--- config.mk ---
export PLATFORM = sky130hd
export DESIGN_NAME = yuv422_fb_reader
export DESIGN_NICKNAME = d
export VERILOG_FILES = /design/src/rtl/yuv422_fb_reader.sv
export SDC_FILE = /design/constraint.sdc
export NUM_CORES = 1
export LEC_CHECK = 0
export BUFFER_PORTS_ARGS = -buffer_cell sky130_fd_sc_hd__buf_2
export CAP_MARGIN = 15
export CORE_MARGIN = 2
export CORE_UTILIZATION = 35
export DETAILED_ROUTE_END_ITERATION = 7
export GPL_TIMING_DRIVEN = 0
export HOLD_SLACK_MARGIN = 0.1
export SLEW_MARGIN = 20
export SYNTH_ARGS = -nofsm -noshare
export SYNTH_HDL_FRONTEND = slang
export SYNTH_SLANG_ARGS = --single-unit
--- constraint.sdc ---
create_clock -name clk_i -period 2.9 [get_ports clk_i]
set_clock_uncertainty 0.05 [all_clocks]
set_input_delay 0.435 -clock clk_i [delete_from_list [all_inputs] [get_ports clk_i]]
set_output_delay 0.435 -clock clk_i [all_outputs]
set_load 0.01 [all_outputs]
--- src/rtl/yuv422_fb_reader.sv ---
// ---------------------------------------------------------------------------
// yuv422_fb_reader
//
// Read-side scan engine for the YUV422 framebuffer. A frame-start pulse makes
// the block walk the framebuffer BRAM read port from word 0 to word
// N_WORDS-1. It absorbs the BRAM's one-cycle read latency and unpacks every
// 32-bit word into two pixels on a valid/ready stream:
//   word[7:0] = Y0, word[15:8] = U, word[23:16] = Y1, word[31:24] = V
//   even pixel -> (Y0, U), odd pixel -> (Y1, V)
// A two-entry word buffer holds both the words already captured and the one
// read still in flight, so backpressure never loses data and a steady
// ready stream runs at one pixel per clock.
//
// Parameters
//   H_PIXELS  active pixels per line (even)
//   V_LINES   active lines per frame
//   DW        framebuffer word width (32, two pixels per word)
//
// Ports
//   clk_i        clock, shared with the framebuffer BRAM
//   rst_ni       synchronous active-low reset
//   start_i      frame-start pulse, only looked at while idle
//   rd_addr_o    registered BRAM read address
//   rd_d_i       BRAM read data, valid one cycle after the address
//   pix_valid_o  pixel valid
//   pix_ready_i  pixel accepted when high together with valid
//   pix_y_o      luma
//   pix_c_o      chroma (U on even pixels, V on odd pixels)
//   pix_sof_o    first pixel of a frame
//   pix_eol_o    last pixel of a line
//   busy_o       frame scan in progress
//   done_o       one-cycle pulse after the last pixel of a frame is accepted
//
// Build option
//   FB_READER_LOOP_EN  when defined, the engine restarts at word 0 right after
//                      the last pixel, so frames stream continuously after a
//                      single start pulse. Otherwise it returns to idle.
// ---------------------------------------------------------------------------
module yuv422_fb_reader #(
  parameter int H_PIXELS = 640,
  parameter int V_LINES  = 480,
  parameter int DW       = 32,
  localparam int N_WORDS = H_PIXELS * V_LINES / 2,
  localparam int AW      = (N_WORDS > 1) ? $clog2(N_WORDS) : 1
) (
  input  logic          clk_i,
  input  logic          rst_ni,
  input  logic          start_i,
  output logic [AW-1:0] rd_addr_o,
  input  logic [DW-1:0] rd_d_i,
  output logic          pix_valid_o,
  input  logic          pix_ready_i,
  output logic [7:0]    pix_y_o,
  output logic [7:0]    pix_c_o,
  output logic          pix_sof_o,
  output logic          pix_eol_o,
  output logic          busy_o,
  output logic          done_o
);

  // Issue counter is one bit wider than the address so it can hold N_WORDS.
  localparam int CW = AW + 1;
  localparam int XW = (H_PIXELS > 1) ? $clog2(H_PIXELS) : 1;

  localparam logic [CW-1:0] N_WORDS_C = CW'(N_WORDS);
  localparam logic [AW-1:0] LAST_ADDR = AW'(N_WORDS - 1);
  localparam logic [XW-1:0] X_LAST    = XW'(H_PIXELS - 1);

  typedef enum logic [1:0] {
    IDLE  = 2'd0,
    RUN   = 2'd1,
    DRAIN = 2'd2
  } state_t;

  state_t state_q, state_d;

  logic [AW-1:0] rd_addr_q;
  logic [CW-1:0] issued_q;
  logic          in_flight_q;

  logic [DW-1:0] buf_q [2];
  logic          wr_ptr_q;
  logic          rd_ptr_q;
  logic [1:0]    occ_q;
  logic          half_q;

  logic [XW-1:0] x_q;
  logic          first_q;
  logic          done_q;

  logic          issue;
  logic          frame_clear;
  logic          handshake;
  logic          push;
  logic          pop;
  logic          last_accept;
  logic [1:0]    occ_sum;
  logic [DW-1:0] head;

  assign handshake = pix_valid_o && pix_ready_i;
  assign push      = in_flight_q;
  assign pop       = handshake && half_q;
  assign occ_sum   = occ_q + {1'b0, in_flight_q};
  assign head      = buf_q[rd_ptr_q];

  // Once every word has been issued, a single buffered word with nothing in
  // flight can only be the last word of the frame, so popping its odd half
  // is the last pixel.
  assign last_accept = (state_q == DRAIN) && pop && (occ_q == 2'd1) && !in_flight_q;

  always_ff @(posedge clk_i) begin
    if (!rst_ni) begin
      state_q <= IDLE;
    end else begin
      state_q <= state_d;
    end
  end

  always_comb begin
    state_d     = state_q;
    issue       = 1'b0;
    frame_clear = 1'b0;
    case (state_q)
      IDLE: begin
        frame_clear = 1'b1;
        if (start_i) begin
          state_d = RUN;
        end
      end
      RUN: begin
        // Only issue when the buffer has room for the word this read returns.
        issue = (occ_sum < 2'd2) && (issued_q < N_WORDS_C);
        if (issued_q == N_WORDS_C) begin
          state_d = DRAIN;
        end
      end
      DRAIN: begin
        if (last_accept) begin
`ifdef FB_READER_LOOP_EN
          state_d     = RUN;
          frame_clear = 1'b1;
`else
          state_d     = IDLE;
`endif
        end
      end
      default: begin
        state_d = IDLE;
      end
    endcase
  end

  // The address register already shows the word being read in an issuing
  // cycle; the BRAM latches it at the next edge, and the register then moves
  // on. It stops at the last word instead of wrapping.
  always_ff @(posedge clk_i) begin
    if (!rst_ni) begin
      rd_addr_q <= '0;
      issued_q  <= '0;
      x_q       <= '0;
      first_q   <= 1'b1;
    end else if (frame_clear) begin
      rd_addr_q <= '0;
      issued_q  <= '0;
      x_q       <= '0;
      first_q   <= 1'b1;
    end else begin
      if (issue) begin
        issued_q <= issued_q + 1'b1;
        if (rd_addr_q != LAST_ADDR) begin
          rd_addr_q <= rd_addr_q + 1'b1;
        end
      end
      if (handshake) begin
        x_q     <= (x_q == X_LAST) ? '0 : x_q + 1'b1;
        first_q <= 1'b0;
      end
    end
  end

  // Buffer control. Clearing in_flight on reset or idle throws away any read
  // data still coming back from the BRAM.
  always_ff @(posedge clk_i) begin
    if (!rst_ni || (state_q == IDLE)) begin
      in_flight_q <= 1'b0;
      wr_ptr_q    <= 1'b0;
      rd_ptr_q    <= 1'b0;
      occ_q       <= 2'd0;
      half_q      <= 1'b0;
    end else begin
      in_flight_q <= issue;
      if (push) begin
        wr_ptr_q <= ~wr_ptr_q;
      end
      if (handshake) begin
        half_q <= ~half_q;
      end
      if (pop) begin
        rd_ptr_q <= ~rd_ptr_q;
      end
      case ({push, pop})
        2'b10:   occ_q <= occ_q + 2'd1;
        2'b01:   occ_q <= occ_q - 2'd1;
        default: occ_q <= occ_q;
      endcase
    end
  end

  // Word storage needs no reset: outputs are masked while the buffer is empty.
  always_ff @(posedge clk_i) begin
    if (push) begin
      buf_q[wr_ptr_q] <= rd_d_i;
    end
  end

  always_ff @(posedge clk_i) begin
    if (!rst_ni) begin
      done_q <= 1'b0;
    end else begin
      done_q <= last_accept;
    end
  end

  assign rd_addr_o   = rd_addr_q;
  assign pix_valid_o = (occ_q != 2'd0);
  assign pix_y_o     = !pix_valid_o ? 8'h00 : (half_q ? head[23:16] : head[7:0]);
  assign pix_c_o     = !pix_valid_o ? 8'h00 : (half_q ? head[31:24] : head[15:8]);
  assign pix_sof_o   = pix_valid_o && first_q;
  assign pix_eol_o   = pix_valid_o && (x_q == X_LAST);
  assign busy_o      = (state_q != IDLE);
  assign done_o      = done_q;

endmodule

* Word level (Yosys, flattened, before mapping) *
Memories as Yosys holds them, arrays and structs flattened. A register that Yosys moved wholly into a read port is not among the register bits.
Index checks and enable logic that the tools add are counted.

word-level totals
  bits in registers = 57
  RAM bits = 64
  input bits = 36
  word-level logic and storage cells = 69
  memories kept = 1

operators by class
  add/sub/neg operators = 6
  $lt $le $gt $ge = 2
  eq/ne operators = 11
  multiplexer cells = 16
  bitwise operators = 4
  reduce and logical (&&, ||, !) cells = 18

memories
  name   words  width  read ports  clocked after Yosys merged registers in  wr ports  line  source
  buf_q  2      32     1           1                                        1         81    logic [DW-1:0] buf_q [2];

operators by type and width
  cell                   number
  $mux 8                 4
  $add 19x1->19 const B  1
  $eq 19x18->1 const B   1
  $lt 19x18->1 const B   1
  $add 18x1->18 const B  1
  $ne 18x18->1 const B   1
  $add 10x1->10 const B  1
  $eq 10x10->1 const B   1
  $mux 10                1
  $logic_and 1x1->1      8
  $eq 2x1->1 const B     3
  $mux 1                 6
  $mux 2                 3
  $ne 2x2->1 const B     3
  $pmux 2 s3             1
  $reduce_bool 2->1      3
  $eq 2x2->1 const B     2
  $not 1->1              4
  $pmux 2 s2             1
  $reduce_and 3->1       1
  $add 2x1->2            1
  $add 2x1->2 const B    1
  $logic_not 1->1        2
  $logic_not 2->1        1
  5 further kinds        5

* Longest topological paths before layout *
  word-level depth = 8
  mapped depth = 8
  depth with buffers taken out = 8

* Least setup slack after synthesis *
OpenSTA, ideal clock, no wires.

  path kind = reg2reg
  start point = register in_flight_q
  end point = memory buf_q[0][0] (enable)
  setup time = 0.421 ns
  data arrival time = 1.839 ns
  required time = 2.429 ns
  slack = 0.590 ns
  cell stages (with the launch flop) = 3
  path buffers = 0
  period minus slack after synthesis = 2.310 ns
  cells stage by stage = dfxtp_1 inv_1 nor2_1

between the ends
  word-level cells in the longest chain between the ends = 2

RTL lines
  item                          line  source
  start: declaration            79    logic in_flight_q;
  start signal: assignment      191   in_flight_q <= issue;
  $mux 1                        211   if (push) begin
  $mux 1 (not written as such)  212   buf_q[wr_ptr_q] <= rd_d_i;
  end: declaration              81

Every way passes these cells.

==> results.rst <==
.. list-table::
   :header-rows: 1

   * - Metric
     - Value
   * - Outcome
     - completed
   * - Data required time of the critical path
     - 2410 ps
   * - Fraction of layout cells with a size suffix above 1
     - 25.0%
   * - Core footprint
     - roughly 0.015 mm^2
   * - Worst-margin pin slew
     - between 800 and 900 ps
   * - Most frequently used flop master after synthesis
     - sky130_fd_sc_hd__edfxtp_1
   * - Fin. Hold Viols
     - 0
   * - Synth Net Count
     - ~470
   * - Antenna-violating nets left
     - 0
   * - Multiplexer share of the synthesized area
     - around 7%
   * - Syn_area_per_cell
     - around 12 um^2
   * - Peak supply drop
     - ~410 uV
   * - Cell with the largest stage delay on the worst path
     - sky130_fd_sc_hd__dfxtp_1
   * - Crit-path leading delay family
     - flip-flops
   * - Leftover overflow at the end of global routing
     - 0
   * - IO Count
     - 75
   * - Pre-Repair DR Iteration Count
     - 5
   * - Maximum number of pins on one net before global-route repair
     - 21
   * - Combined global-route utilization of all metal layers
     - about 14%
   * - Clock root buffer master
     - sky130_fd_sc_hd__clkbuf_16
   * - Area after detailed placement
     - 0.00588 mm^2
   * - Largest cells by area after synthesis
     - sky130_fd_sc_hd__edfxtp_1 37%, sky130_fd_sc_hd__dfxtp_1 22%, sky130_fd_sc_hd__mux4_2 6.9%
   * - First-pass GRT wire length
     - 17.8 mm
   * - Number of antenna violations at the first check in global routing
     - 0
   * - Endpoint type of the worst setup path
     - output pin
   * - Post-DP HPWL
     - 7.66 mm
   * - Max Clk Rate
     - roughly 370 MHz
   * - Share of synthesized cell area in full adder, half adder and majority cells
     - under 10%
   * - Post-synthesis sequential element count
     - around 120
   * - Slew Limit Fails
     - 0
   * - Series of cell instances along the critical path
     - clkbuf_4, mux4_2, and2_1, buf_2
   * - Post-layout worst setup margin
     - 187 ps
   * - Number of enable-type register cells in the synthesized netlist
     - 64
   * - Proportion of register bits with asynchronous set or reset after synthesis
     - 0%
   * - Combinational family with the most area after synthesis
     - simple AND/OR/NAND/NOR gates
   * - TritonCTS sink count
     - approximately 120
   * - Post-detailed-route via-to-cell ratio
     - approximately 5.1
   * - Vias
     - around 3.7k
   * - Worst setup slack after placement
     - between 200 and 300 ps
   * - Via count of the first global-routing pass
     - 3,657
   * - Setup repair after global routing missed its margin
     - no
   * - Standard-cell row count
     - 44
   * - Worst Path Buf+Inv
     - 2
   * - TritonCTS clock tree
     - yes
   * - Number of port buffers
     - between 70 and 80
   * - Crit path launch type
     - register
   * - Post-synthesis simple-gate area fraction
     - 18.5%
   * - Worst hold-check path type
     - in2reg
   * - Global placement routability congestion
     - about 0.87
   * - Total of endpoints with negative setup slack in the final report
     - 0
   * - Count of buffers added by post-CTS timing repair for setup
     - 0
   * - Highest fanout seen on the critical path
     - 10
   * - Die Y
     - 126 um
   * - Worst Setup Path Type
     - reg2out
   * - Fraction of synthesized cell area in xor and xnor cells
     - slightly above 6%
   * - Maximum capacitance violations
     - 0
   * - Arrival time of the worst setup path
     - between 2000 and 2500 ps
   * - Min Clock Period, post-route
     - about 2700 ps
   * - Static Leakage
     - between 0.002 and 0.0025 uW
   * - Share of Yosys cell area claimed by the top area cell type
     - 36.8%
   * - Post-layout instance count excluding filler cells
     - roughly 720
   * - Total chip power
     - about 4000 uW
   * - Ys Warns
     - 0
   * - Area growth, synth to finish
     - 23.9%
   * - Routed length per instance
     - about 15 um
   * - CP max stage delay
     - about 600 ps
   * - Power per standard cell area
     - roughly 630 mW/mm^2
   * - Clock tree buffer depth
     - 2
   * - Cell Count Post-Placement
     - just under 700
   * - Max H-tree Level
     - 4
   * - Number of design-rule violations left by the first detailed-router iteration
     - ~240
   * - Width of the die
     - 126 um
   * - Fin nets
     - around 560
   * - Area leader, netlist
     - sky130_fd_sc_hd__edfxtp_1
   * - Combined area of all synthesized cells
     - 0.00522 mm^2
   * - Core utilization of the finished layout
     - around 45%
   * - DRC viols
     - 0
   * - Complex-gate fraction of the synthesized area
     - under 10%
   * - Diode insertion count for antenna repair
     - 0
   * - Sequential cell area fraction in the yosys report
     - 59.1%
   * - Effective utilization at floorplan
     - a little over a third
   * - Clk_lat worst skew
     - about 400 ps
   * - CTS buffer count
     - 17
   * - Number of instances in the synthesized netlist
     - approximately 430
   * - Cell area after layout
     - 0.00647 mm^2
   * - Fraction of the cycle the final worst path needs
     - 93.5%
   * - Relative slew margins
     - between 40% and 50%
   * - Clk slew on worst S/H paths
     - about 60 ps
   * - Wire length reported by the detailed router
     - 10.7 mm
   * - Library cells used by synthesis
     - 53
   * - Floorplan die area
     - between 0.015 and 0.02 mm^2
## kinds of logic (layout without fill, tap and decap cells)
logic type               Yosys count  after routing
AO/OA/AOI/OAI                     37             37
multiplexers                      17             17
adder cells (fa/ha/maj)            7              7
buffers and inverters             27            134
AND/OR/NAND/NOR                  179            179
flip-flops                       122            122
XOR/XNOR                          37             37
## power by group
| group | internal [uW] | leakage [uW] | switching (uW) |
|---|---|---|---|
| Sequential | 1840 | 0.00104 | 10.4 |
| Clock | 1340 | 0.000276 | 729 |
| Combinational | 56.9 | 0.00103 | 98.1 |
| Total | 3230 | 0.00235 | 837 |
## stage by stage
step                hold slack, ps  setup TNS [ps]
finish                         165               0
global route                   149               0
CTS                            151               0
detailed placement             381               0
global placement               379           -7510
floorplan                      366               0
## flip-flops by register name (all words and copies together) (netlist names), named ones only
register and count:
buf_q 64, issued_q 19, rd_addr_o 18, x_q 10
occ_q 2, state_q 2, done_o 1, first_q 1
half_q 1, in_flight_q 1, rd_ptr_q 1, wr_ptr_q 1
## synthesized netlist by cell type, types with 2 or more instances
| library cell | instances |
|---|---|
| sky130_fd_sc_hd__edfxtp_1 | 64 |
| sky130_fd_sc_hd__dfxtp_1 | 58 |
| sky130_fd_sc_hd__nor2_1 | 49 |
| sky130_fd_sc_hd__nand2_1 | 25 |
| sky130_fd_sc_hd__and2_1 | 21 |
| sky130_fd_sc_hd__xor2_1 | 20 |
| sky130_fd_sc_hd__xnor2_1 | 17 |
| sky130_fd_sc_hd__mux4_2 | 16 |
| sky130_fd_sc_hd__nand3_1 | 16 |
| sky130_fd_sc_hd__nand4_1 | 13 |
| sky130_fd_sc_hd__clkbuf_1 | 12 |
| sky130_fd_sc_hd__nor3_1 | 11 |
| sky130_fd_sc_hd__a21oi_1 | 8 |
| sky130_fd_sc_hd__inv_1 | 8 |
| sky130_fd_sc_hd__nor4_1 | 8 |
| sky130_fd_sc_hd__and3_1 | 7 |
| sky130_fd_sc_hd__ha_1 | 7 |
| sky130_fd_sc_hd__and4_1 | 5 |
| sky130_fd_sc_hd__a31oi_1 | 4 |
| sky130_fd_sc_hd__nor2b_1 | 4 |
| sky130_fd_sc_hd__o21ai_1 | 4 |
| sky130_fd_sc_hd__or4_1 | 4 |
| sky130_fd_sc_hd__nand2b_1 | 3 |
| sky130_fd_sc_hd__o2111ai_1 | 3 |
| sky130_fd_sc_hd__o211ai_1 | 3 |
| sky130_fd_sc_hd__a2111o_1 | 2 |
| sky130_fd_sc_hd__a2111oi_2 | 2 |
| sky130_fd_sc_hd__and3b_1 | 2 |
| sky130_fd_sc_hd__buf_2 | 2 |
| sky130_fd_sc_hd__inv_2 | 2 |
| sky130_fd_sc_hd__nand3b_1 | 2 |
| sky130_fd_sc_hd__o31ai_1 | 2 |
| sky130_fd_sc_hd__or3_1 | 2 |
## placed cells by master (no fill, tap or decap), drive strengths merged, types with 4 or more instances in the layout
cell type,netlist,final
a21oi,8,8
a31oi,4,4
and2,21,21
and3,7,7
and4,5,5
buf,4,79
clkbuf,13,32
clkinv,0,6
dfxtp,58,58
edfxtp,64,64
ha,7,7
inv,10,11
mux4,16,16
nand2,25,25
nand3,16,16
nand4,13,13
nor2,49,49
nor2b,4,4
nor3,11,11
nor4,9,9
o21ai,5,5
or4,4,4
xnor2,17,17
xor2,20,20
## final cells by class
| type | instances | area [um^2] |
|---|---|---|
| flip-flops and latches | 122 | 3080 |
| inverters | 10 | 37.5 |
| well taps | 184 | 230 |
| clock inverters | 13 | 151 |
| fillers | 1366 | 8070 |
| repair buffers | 76 | 425 |
| clock buffers | 19 | 433 |
| plain buffers | 16 | 75.1 |
| multi-input cells | 277 | 2030 |
## worst paths after layout
check                    start           to  slack (ps)  cells after the start
hold / removal       rd_d_i[2]  buf_q[1][2]         170                      1
setup reg to reg  issued_q[15]  issued_q[9]         630                      6
hold reg to reg        first_q      first_q         380                      2
setup / recovery      register   pix_c_o[1]         190                      4
## metal layers
layer  routed length (um)  track usage [%]
met5                    0                0
met2                 4950             21.9
met4                  185             5.37
met3                  650             4.67
met1                 4900             18.0
## repair_timing
item                                   in CTS  in global routing
hold buffers                                0                  0
cloned                                      0                  0
resized for setup                           1                  1
endpoints found under the hold margin       0                  0
setup endpoints to repair                  10                 10
(Power assumes the default switching activity.)
